==> config.mk <==
export PLATFORM = sky130hd
export DESIGN_NAME = fe
export DESIGN_NICKNAME = d
export VERILOG_FILES = /design/src/rtl/fe.sv
export SDC_FILE = /design/constraint.sdc
export NUM_CORES = 1
export LEC_CHECK = 0
export CORE_ASPECT_RATIO = 0.7
export CORE_UTILIZATION = 57
export DETAILED_ROUTE_END_ITERATION = 10
export PLACE_DENSITY = 0.86
export RECOVER_POWER = 25
export SYNTH_ARGS = -nofsm -noshare
export SYNTH_HDL_FRONTEND = slang
export SYNTH_SLANG_ARGS = --single-unit
==> constraint.sdc <==
create_clock -name clk -period 16.6 [get_ports clk]
set_clock_uncertainty 0.2 [all_clocks]
set_input_delay 3.32 -clock clk [delete_from_list [all_inputs] [get_ports clk]]
set_output_delay 3.32 -clock clk [all_outputs]
set_load 0.01 [all_outputs]
==> src/rtl/fe.sv <==
// fe: RV32 instruction fetch stage with single-outstanding imem handshake and 1-entry skid buffer
module fe #(
  parameter int ADDR_WIDTH = 32,
  parameter int DATA_WIDTH = 32,
  parameter logic [ADDR_WIDTH-1:0] RESET_PC = '0,
  parameter logic [DATA_WIDTH-1:0] NOP_INSTR = DATA_WIDTH'(32'h0000_0013)
) (
  input  logic                  clk,
  input  logic                  rst,
  input  logic                  en,
  input  logic                  redirect,
  input  logic [ADDR_WIDTH-1:0] redirect_pc,
  output logic                  imem_req,
  output logic [ADDR_WIDTH-1:0] imem_addr,
  input  logic                  imem_gnt,
  input  logic                  imem_rvalid,
  input  logic [DATA_WIDTH-1:0] imem_rdata,
  output logic [DATA_WIDTH-1:0] instr,
  output logic [ADDR_WIDTH-1:0] pc,
  output logic [ADDR_WIDTH-1:0] pcn,
  output logic                  valid
);
  typedef enum logic [1:0] {S_REQ, S_WAIT, S_FULL} state_t;
  localparam logic [ADDR_WIDTH-1:0] FOUR = ADDR_WIDTH'(4);
  state_t state;
  logic [ADDR_WIDTH-1:0] pc_f, pc_q, skid_pc;
  logic [DATA_WIDTH-1:0] instr_q, skid_instr;
  logic kill, stale;
  assign imem_req = state == S_REQ;
  assign imem_addr = pc_f;
  assign instr = valid ? instr_q : NOP_INSTR;
  // a redirect leaves a request in flight when it lands on a grant or an unanswered wait
  assign stale = (state == S_REQ && imem_gnt) || (state == S_WAIT && !imem_rvalid);
  always_ff @(posedge clk or posedge rst) begin
    if (rst) begin
      state <= S_REQ;
      pc_f <= RESET_PC;
      pc_q <= RESET_PC;
      kill <= 1'b0;
      valid <= 1'b0;
      instr_q <= NOP_INSTR;
      pc <= RESET_PC;
      pcn <= RESET_PC + FOUR;
      skid_instr <= NOP_INSTR;
      skid_pc <= RESET_PC;
    end else if (redirect) begin
      pc_f <= redirect_pc & ~ADDR_WIDTH'(3);
      valid <= 1'b0;
      state <= stale ? S_WAIT : S_REQ;
      kill <= stale;
    end else begin
      if (valid && en) valid <= 1'b0;
      case (state)
        S_REQ: if (imem_gnt) begin
          pc_q <= pc_f;
          pc_f <= pc_f + FOUR;
          state <= S_WAIT;
        end
        S_WAIT: if (imem_rvalid) begin
          if (kill) begin
            kill <= 1'b0;
            state <= S_REQ;
          end else if (!valid || en) begin
            instr_q <= imem_rdata;
            pc <= pc_q;
            pcn <= pc_q + FOUR;
            valid <= 1'b1;
            state <= S_REQ;
          end else begin
            skid_instr <= imem_rdata;
            skid_pc <= pc_q;
            state <= S_FULL;
          end
        end
        S_FULL: if (en) begin
          instr_q <= skid_instr;
          pc <= skid_pc;
          pcn <= skid_pc + FOUR;
          valid <= 1'b1;
          state <= S_REQ;
        end
        default: state <= S_REQ;
      endcase
    end
  end
endmodule

==> results of run 1 <==
## metrics by stage
stage,cells,hold WS [ns],total power [W],utilization (%)
6_report,1393,0.2721,0.001906,73.15
5_1_grt,1393,0.2919,0.002012,73.15
4_1_cts,1393,0.2759,0.001912,73.21
3_5_place_dp,1353,0.2618,0.001425,69.23
3_3_place_gp,1353,0.2525,0.001391,69.23
2_1_floorplan,985,0.2418,0.001123,-
## logic make-up after synthesis
kind of cell / Yosys count / share of synthesized area [%]
AND/OR/NAND/NOR: 327 / 15.78
flip-flops: 218 / 51.98
multiplexers: 157 / 16.13
AO/OA/AOI/OAI: 151 / 8.320
buffers and inverters: 75 / 3.333
XOR/XNOR: 46 / 3.832
adder cells (fa/ha/maj): 5 / 0.5951
other: 1 / 0.03567
## cell usage in the layout (no fill, tap or decap), drive strengths merged, types with 5 or more instances in the layout
cell type      synthesis  final
nor4                   8      8
nand3                 38     38
o21ai                107    107
and4                   5      5
clkinv                 1     12
xnor2                 28     28
o211ai                 5      5
mux2i                 58     58
clkdlybuf4s50          0    187
dfrtp                211    211
mux2                  99     99
a22oi                  7      7
ha                     5      5
nor3                   8      8
xor2                  18     18
nand3b                15     15
buf                   34      7
inv                    8      7
a21oi                  8      8
and2                  35     35
nand2                152    152
dfstp                  7      7
nand4                 25     25
nor2                  13     13
conb                   1      6
clkbuf                32     29
## critical path, delay by kind of cell
family,cells,cell delay (ns)
buffers and inverters,2,2.68
and+or+nand+nor,1,2.26
AOI/OAI and AO/OA,1,0.26
## path summary, 6_finish.rpt
kind / from / endpoint / slack, ns / depth (start not counted)
max: redirect / pc[11]$_DFFE_PP0P_ / 8.10 / 4
min: instr_q[10]$_DFFE_PP0P_ / instr_q[10]$_DFFE_PP0P_ / 0.27 / 2
max reg2reg: state[0]$_DFFE_PP0P_ / pc[11]$_DFFE_PP0P_ / 10.36 / 8
min reg2reg: instr_q[10]$_DFFE_PP0P_ / instr_q[10]$_DFFE_PP0P_ / 0.27 / 2
max in group asynchronous: rst / skid_pc[3]$_DFFE_PP0P_ / 9.39 / 3
min in group asynchronous: rst / pc[6]$_DFFE_PP0P_ / 4.51 / 2
## routing by layer
metal | vias up | wire length (um)
met3 | 31 | 2059
met5 | - | 0
met1 | 3884 | 11980
met2 | 339 | 10780
li1 | 3766 | -
met4 | 0 | 329
## final cells by class
cell class / count / share of cell area (%)
flip-flops and latches: 218 / 41.37
multi-input cells: 692 / 35.87
repair buffers: 198 / 14.82
clock buffers: 28 / 4.878
well taps: 236 / 2.235
clock inverters: 12 / 0.5589
inverters: 9 / 0.2652
## state kept, by name, indices dropped and copies added (netlist names)
register    cells
pc_q           30
kill            1
imem_addr      30
pcn            30
state           2
skid_instr     32
valid           1
pc             30
skid_pc        30
instr_q        32
## where the power goes
group          leakage [nW]  internal [W]  total, W  switching [W]
clock network         0.366      0.000276  0.000484       0.000208
registers              2.79      0.000705  0.000854       0.000149
logic                  2.43      0.000299  0.000568       0.000270
==> metrics.md, run 1 <==
| Metric | Value |
|---|---|
| Count leader, synth | `dfrtp_1` |
| Post-DP HPWL | `17600 um` |
| Setup CP Type | `in2reg` |
| Final WS setup | `8.099 ns` |
| GP Congestion | `0.8862` |
| Max-Cap Viols | `3` |
| Post-CTS Hold Fix Bufs | `0` |
| Cell variety after synth | `56` |
| Final Cycle Share | `51.21%` |
| Cell area after layout | `13210 sq um` |
| Die height | `115.6 um` |
| Cell area after synthesis | `10510 sq um` |
| GRT overflow | `0` |
| Max incr delay on CP | `2.26 ns` |
| Clk slew on worst S/H paths | `0.06 ns` |
| Synth area leaders | `dfrtp_1 (50%), mux2_2 (11%), mux2i_1 (5.5%)` |
| Reg area | `5464 sq um` |
| Global-route wire length before repair | `39810 um` |
| Iter 0 DRT Violations | `737` |
| Final ANT Viol Nets | `0` |
| Ys async rst share | `100.0%` |
| DRT Pass-1 Iters | `5` |
| Wire per inst | `18.05 um` |
| Layout cells sized above 1 | `14.00%` |
| Worst-path cell chain | `clkbuf_1 -> or2_0 -> buf_4 -> o21ai_0` |
| Final WL | `25150 um` |
| # rows | `41` |
| Final setup vio count | `0` |
| Largest net degree at the start of global routing | `115` |
| Peak Freq | `0.1176 GHz` |
| CORE AREA | `18060 sq um` |
| Cts bufs inserted | `22` |
| Warnings, synthesis | `0` |
| Inserted Diodes | `0` |
| Initial core utilization | `58.22%` |
| Pwr Density | `144.3 nW/um^2` |
| Final Hold Violating Endpoints | `0` |
| Setup bufs post-CTS | `0` |
| Cell count after synthesis | `980` |
| CP max-delay cell | `or2_0` |
| Setup TNS | `0 ns` |
| Vias | `8020` |
| Top-area cell type share of the netlist area | `50.23%` |
| Busiest grt layer | `met1` |
| Die Area | `19000 sq um` |
| Synth top cells by count | `dfrtp_1 (211), nand2_1 (152), o21ai_0 (107)` |
| Syn_area_per_cell | `10.73 sq um` |
| Maximum vdd drop | `98.76 uV` |
| Antenna violations before repair | `0` |
| #FFs+latches synth | `218` |
| Global routing usage on met2 | `38.45%` |
| Final Critical Period | `8.501 ns` |
| Yosys top cell by area | `dfrtp_1` |
| CTS max path bufs | `3` |
| Post-place setup slack | `10.36 ns` |
| Crit path max fanout | `114` |
| DR DRC count | `0` |
| Worst slew margin | `-214.6%` |
| Failing checks | `capacitance limit, slew limit` |
| Worst Path Arrival | `8.63 ns` |
| RSZ-0062 raised after global routing | `no` |
| Met1 usage | `43.10%` |
| Area of the multi-input gates | `4738 sq um` |
| Status | `finished, violations left` |
| CP Capture Type | `flop` |
| Leakage | `5.580 nW` |
| Post-cts resize count | `0` |
| Sequential area share after synthesis | `51.98%` |
| Slew Limit Fails | `238` |
| Area delta synth->final | `25.65%` |
| Later-pin clock latency in the skew report | `0.50 ns` |
| Total GRT Usage | `26.87%` |
| Hold WC Path Type | `reg2reg` |
| Chip width | `164.3 um` |
| Tightest Pin Transition | `4.694 ns` |
| CTS tree | `yes` |
| Post-DP Area | `12500 sq um` |
| Ports | `200` |
| PortBufs | `191` |
| Vias per cell | `5.757` |
| CP Launch Type | `input port` |
| CTS HTree Levels | `1` |
| Ys flop type | `dfrtp_1` |
| Worst EP required | `16.73 ns` |
| Post-synth EDFFs | `0` |
| Clk Tree Root Cell | `clkbuf_16` |
| CTS sink count | `218` |
| Final Net Count | `1216` |
| Vias in the first global route | `7472` |
| Met3 track demand over resource | `4.223%` |
| Fillers | `1281` |
Power figures use the tool's default switching activity.
==> run 2, diff against run 1 <==
- CORE_UTILIZATION: 57 -> 53
- PLACE_DENSITY: 0.86 -> 0.81
- clock period: 16.6 -> 8.2 ns (I/O delays scaled with it)
==> run 2 against run 1 <==
The flow still finishes with violations (capacitance limit, slew limit). Final cell count up 2.1%. Worst setup slack got worse by 5.9 ns. Register-to-register slack worse by 6.6 ns. Global-route usage is 1.7 points lower. Clock power grew 110%. Largest power group unchanged. Design area grew 0.51%. Combinational power grew 100%. Largest cell class unchanged. Critical endpoint is now pc_q[11]$_DFFE_PP0P_.
==> metrics.md, run 2 (synthesized netlist as in run 1, its figures left out) <==
| Metric | Value |
|---|---|
| Status | `finished, violations left` |
| Failing checks | `capacitance limit, slew limit` |
| Biggest regs | `instr_q (32), skid_instr (32)` |
| CORE AREA | `19180 sq um` |
| Final Hold Violating Endpoints | `0` |
| Clk pwr share | `26.2%` |
| CP Launch Type | `input port` |
| Antenna violations before repair | `0` |
| Final ANT Viol Nets | `0` |
| Total GRT Usage | `25.14%` |
| Area of the multi-input gates | `4741 sq um` |
| GRT overflow | `0` |
| Initial core utilization | `54.81%` |
| Post-CTS Hold Fix Bufs | `0` |
| Clk slew on worst S/H paths | `0.06 ns` |
| Fillers | `1442` |
| Wire per inst | `17.84 um` |
| Post-DP HPWL | `17820 um` |
| Slew Limit Fails | `178` |
| Crit path buf inv count | `4` |
| RSZ-0062 raised after global routing | `no` |
| Max-Cap Viols | `3` |
| Sequential power share | `44.4%` |
| Most frequent cells in the layout | `dfrtp_1 (211), clkdlybuf4s50_1 (188), nand2_1 (152)` |
| CTS max path bufs | `3` |
| Crit path max fanout | `64` |
| Vias in the first global route | `7620` |
| Area delta synth->final | `26.29%` |
| Final Net Count | `1218` |
| Later-pin clock latency in the skew report | `0.51 ns` |
| CP delay by family, top | `buffers and inverters` |
| # rows | `42` |
| Peak Freq | `0.1661 GHz` |
| Setup CP Type | `in2reg` |
| Reg area | `5464 sq um` |
| Leakage | `5.580 nW` |
| Worst-path cell chain | `buf_2 -> clkbuf_1 -> clkinv_1 -> nand2_1 -> clkbuf_1 -> mux2_2` |
| Cell area after layout | `13280 sq um` |
| Int Pwr | `0.002654 W` |
| Maximum vdd drop | `161.2 uV` |
| Die height | `119.8 um` |
| Die Area | `20410 sq um` |
| CTS HTree Levels | `1` |
| Worst EP required | `8.39 ns` |
| Max incr delay on CP | `1.72 ns` |
| Setup TNS | `0 ns` |
| Worst slew margin | `-132.3%` |
| Post-cts resize count | `0` |
| CTS sink count | `218` |
| Global-route wire length before repair | `40520 um` |
| Final WL | `25370 um` |
| Vias per cell | `5.620` |
| Setup bufs post-CTS | `0` |
| CTS tree | `yes` |
| CP Capture Type | `flop` |
| GP Congestion | `0.8681` |
| DR DRC count | `0` |
| Iter 0 DRT Violations | `634` |
| Gate power share | `29.4%` |
| Most common cell after layout, fill and taps aside | `dfrtp_1` |
| Cts bufs inserted | `22` |
| Layout cells sized above 1 | `13.39%` |
| Final setup vio count | `0` |
| Largest net degree at the start of global routing | `101` |
| Final Cycle Share | `73.43%` |
| Ports | `200` |
| P_sw | `0.001257 W` |
| Post-DP Area | `12550 sq um` |
| Chip width | `170.3 um` |
| Clk Tree Root Cell | `clkbuf_16` |
| CP max-delay cell | `clkbuf_1` |
| Hold WC Path Type | `reg2reg` |
| Most used cell along the critical path | `clkbuf_1` |
| Inserted Diodes | `0` |
| Vias | `7992` |
| DRT Pass-1 Iters | `5` |
| Pwr Density | `294.6 nW/um^2` |
| Worst Path Arrival | `6.21 ns` |
| Switching part of the total | `32.14%` |
| PortBufs | `191` |
| Tightest Pin Transition | `3.465 ns` |
| Final Critical Period | `6.022 ns` |
[run 2: changes by cell type in the layout (fill, tap and decap cells not counted), sizes merged]
| cell | before | now |
|---|---|---|
| bufinv | 0 | 2 |
| clkbuf | 29 | 39 |
| clkdlybuf4s50 | 187 | 188 |
| clkinv | 12 | 1 |
| dlygate4sd3 | 3 | 2 |
[run 2: power groups by stage]
stage               Clock, W  Sequential (W)  Combinational, W
floorplan                  0         0.00170          0.000570
finish               0.00102         0.00174           0.00115
global route         0.00109         0.00178           0.00126
CTS                  0.00104         0.00173           0.00116
detailed placement         0         0.00175           0.00115
global placement           0         0.00173           0.00111
[run 2: cell type report]
class	count	share of cell area, %
clock buffer	36	5.080
inverter	9	0.2639
clock inverter	3	0.5089
sequential	218	41.16
timing repair buffer	200	14.80
tap	264	2.488
multi-input combinational	692	35.71
[run 2: tightest hold or removal path: cells and delay by family (launching register included)]
| kind | cells | cell delay, ns |
|---|---|---|
| compound gates | 1 | 0.06 |
| flops | 1 | 0.33 |
| simple gates | 1 | 0.04 |
[run 2: layer usage]
layer  wire (um)  track usage (%)
met1       12420            39.70
met2       10560            36.19
met3        1990            4.354
met5           0                0
met4         401            4.842
[run 2: per-stage QoR]
step	worst slack, ns	util [%]	cells	total power, W	hold slack (ns)
final	2.178	69.22	1422	0.003911	0.2683
after global routing	1.848	69.22	1422	0.004132	0.2877
after CTS	3.753	69.30	1422	0.003930	0.2752
after detailed placement	3.616	65.43	1383	0.002894	0.2619
after global placement	3.644	65.43	1383	0.002837	0.2530
after floorplan	0.4072	-	985	0.002274	0.2418
[run 2: final timing paths]
path | cells after the start | slack, ns | to | start
max reg2reg | 10 | 3.74 | pcn[24]$_DFFE_PP0P_ | state[0]$_DFFE_PP0P_
max | 6 | 2.18 | pc_q[11]$_DFFE_PP0P_ | redirect
min | 2 | 0.27 | instr_q[26]$_DFFE_PP0P_ | instr_q[26]$_DFFE_PP0P_
min reg2reg | 2 | 0.27 | instr_q[26]$_DFFE_PP0P_ | instr_q[26]$_DFFE_PP0P_
min in group asynchronous | 2 | 2.42 | pc[23]$_DFFE_PP0P_ | rst
max in group asynchronous | 3 | 2.82 | pcn[31]$_DFFE_PP0P_ | rst
==> run 3, diff against run 2 <==
- clock period: 8.2 -> 5.8 ns (I/O delays scaled with it)
==> run 3 against run 2 <==
The flow still finishes with violations (capacitance limit, slew limit). Clock-buffer cell count is 3 lower. Register-to-register slack lost 1.5 ns. Clock power is 26% higher. Core utilization is 0.44 points lower. Global-route usage down 0.079 points. First-iteration DRC count rose by 21%. Wire length is 1.3% lower. Combinational power grew 41%. Critical path type is now in2async. Largest cell class unchanged. Largest power group unchanged.
==> metrics.md, run 3 (synthesized netlist as in run 1, its figures left out) <==
| Metric | Value |
|---|---|
| RSZ-0062 raised after global routing | `no` |
| Initial core utilization | `54.81%` |
| P_sw | `0.001764 W` |
| Pwr Density | `406.9 nW/um^2` |
| Area of the multi-input gates | `4741 sq um` |
| CTS HTree Levels | `1` |
| Post-CTS Hold Fix Bufs | `0` |
| PortBufs | `191` |
| Iter 0 DRT Violations | `768` |
| Max-Cap Viols | `2` |
| Worst Path Arrival | `4.20 ns` |
| CP Launch Type | `input port` |
| Biggest regs | `instr_q (32), skid_instr (32)` |
| Worst EP required | `5.82 ns` |
| Chip width | `170.3 um` |
| Max incr delay on CP | `1.56 ns` |
| Wire per inst | `17.63 um` |
| Post-place setup slack | `1.862 ns` |
| Worst slew margin | `-29.62%` |
| Int Pwr | `0.003605 W` |
| Vias per cell | `5.590` |
| Area delta synth->final | `25.49%` |
| Vias | `7938` |
| Cell area after layout | `13190 sq um` |
| CP delay by family, top | `buffers and inverters` |
| Tightest Pin Transition | `1.944 ns` |
| Hold path depth | `2` |
| # rows | `42` |
| DR DRC count | `0` |
| R2R depth | `8` |
| Final ANT Viol Nets | `0` |
| Post-cts resize count | `0` |
| Final WL | `25040 um` |
| Cell depth of the worst setup path | `3` |
| Vias in the first global route | `7446` |
| Most common cell after layout, fill and taps aside | `dfrtp_1` |
| Final Cycle Share | `72.09%` |
| Failing checks | `capacitance limit, slew limit` |
| Setup CP Type | `in2async` |
| Total power | `0.005368 W` |
| Ports | `200` |
| Fillers | `1450` |
| Switching part of the total | `32.85%` |
| Reg area | `5464 sq um` |
| Largest net degree at the start of global routing | `147` |
| Setup TNS | `0 ns` |
| Antenna violations before repair | `0` |
| Final WS setup | `1.619 ns` |
| Status | `finished, violations left` |
| Worst-path cell chain | `dlygate4sd3_1 -> clkinvlp_2 -> clkbuf_4` |
| Sequential power share | `45.7%` |
| Die Area | `20410 sq um` |
| Maximum vdd drop | `189.9 uV` |
| CTS max path bufs | `3` |
| Hold WC Path Type | `reg2reg` |
| CTS sink count | `218` |
| Post-DP HPWL | `17690 um` |
| Cts bufs inserted | `21` |
| Layout cells sized above 1 | `13.32%` |
| Clk pwr share | `24.1%` |
| Final setup vio count | `0` |
| Inserted Diodes | `0` |
| Global-route wire length before repair | `40180 um` |
| Crit path max fanout | `146` |
| Gate power share | `30.2%` |
| Peak Freq | `0.2392 GHz` |
| Later-pin clock latency in the skew report | `0.49 ns` |
| CTS tree | `yes` |
| GP Congestion | `0.9345` |
| DRT Pass-1 Iters | `6` |
| Die height | `119.8 um` |
| Leakage | `5.548 nW` |
| Post-DP Area | `12570 sq um` |
| Clk Tree Root Cell | `clkbuf_16` |
| CP Capture Type | `async pin` |
| Setup bufs post-CTS | `0` |
| CORE AREA | `19180 sq um` |
| Final Hold Violating Endpoints | `0` |
| Crit path buf inv count | `3` |
| Total GRT Usage | `25.06%` |
| CP max-delay cell | `clkbuf_4` |
| Clk slew on worst S/H paths | `0.06 ns` |
| GRT overflow | `0` |
| Final Net Count | `1217` |
| Most frequent cells in the layout | `dfrtp_1 (211), clkdlybuf4s50_1 (188), nand2_1 (152)` |
| Final Critical Period | `4.181 ns` |
| Slew Limit Fails | `195` |
[run 3: changes by cell type in the layout (fill, tap and decap cells not counted), sizes merged]
cell and change:
clkinvlp -1, bufinv -2, clkinv +4, clkbuf -3
[run 3: final cells by class]
type                    instances  share of cell area, %
clock inverters                 4                 0.1517
clock buffers                  33                  4.704
well taps                     264                  2.504
flip-flops and latches        218                  41.42
inverters                       9                 0.2656
multi-input cells             692                  35.94
repair buffers                200                  15.02
[run 3: path summary, 6_finish.rpt]
path                                          from                          to  slack, ns
hold / removal             instr_q[14]$_DFFE_PP0P_     instr_q[14]$_DFFE_PP0P_       0.27
setup / recovery                               rst   skid_instr[8]$_DFFE_PP0P_       1.62
min in group asynchronous                      rst         pcn[20]$_DFFE_PP0P_       1.21
max in group clk                          redirect  skid_instr[15]$_DFFE_PP0P_       1.84
setup reg to reg              state[0]$_DFFE_PP0P_         pcn[28]$_DFFE_PP0P_       2.21
hold reg to reg            instr_q[14]$_DFFE_PP0P_     instr_q[14]$_DFFE_PP0P_       0.27
[run 3: worst register-to-register path: cells and delay by family (launching register included)]
kind | cells | cell delay [ns]
DFF | 1 | 0.41
and+or+nand+nor | 2 | 0.43
buffers and inverters | 2 | 0.63
adders and majority gates | 1 | 0.47
AOI/OAI and AO/OA | 3 | 1.37
[run 3: metal layers]
metal / GRT usage, % / wire length (um)
met1: 40.93 / 12320
met2: 34.45 / 10260
met3: 4.584 / 2128
met4: 4.561 / 338
met5: 0 / 0
[run 3: through the flow]
stage | hold WS (ns) | util (%) | std cells
after CTS | 0.2763 | 68.88 | 1420
after global placement | 0.2529 | 65.54 | 1383
after global routing | 0.2973 | 68.78 | 1420
after detailed placement | 0.2623 | 65.54 | 1383
final | 0.2696 | 68.78 | 1420
after floorplan | 0.2418 | - | 985
[run 3: power by group through the flow]
stage	Combinational [W]	Clock [W]	Sequential, W
2_1_floorplan	0.000806	0	0.00241
3_3_place_gp	0.00158	0	0.00243
3_5_place_dp	0.00162	0	0.00247
4_1_cts	0.00163	0.00132	0.00244
5_1_grt	0.00179	0.00138	0.00251
6_report	0.00162	0.00129	0.00245
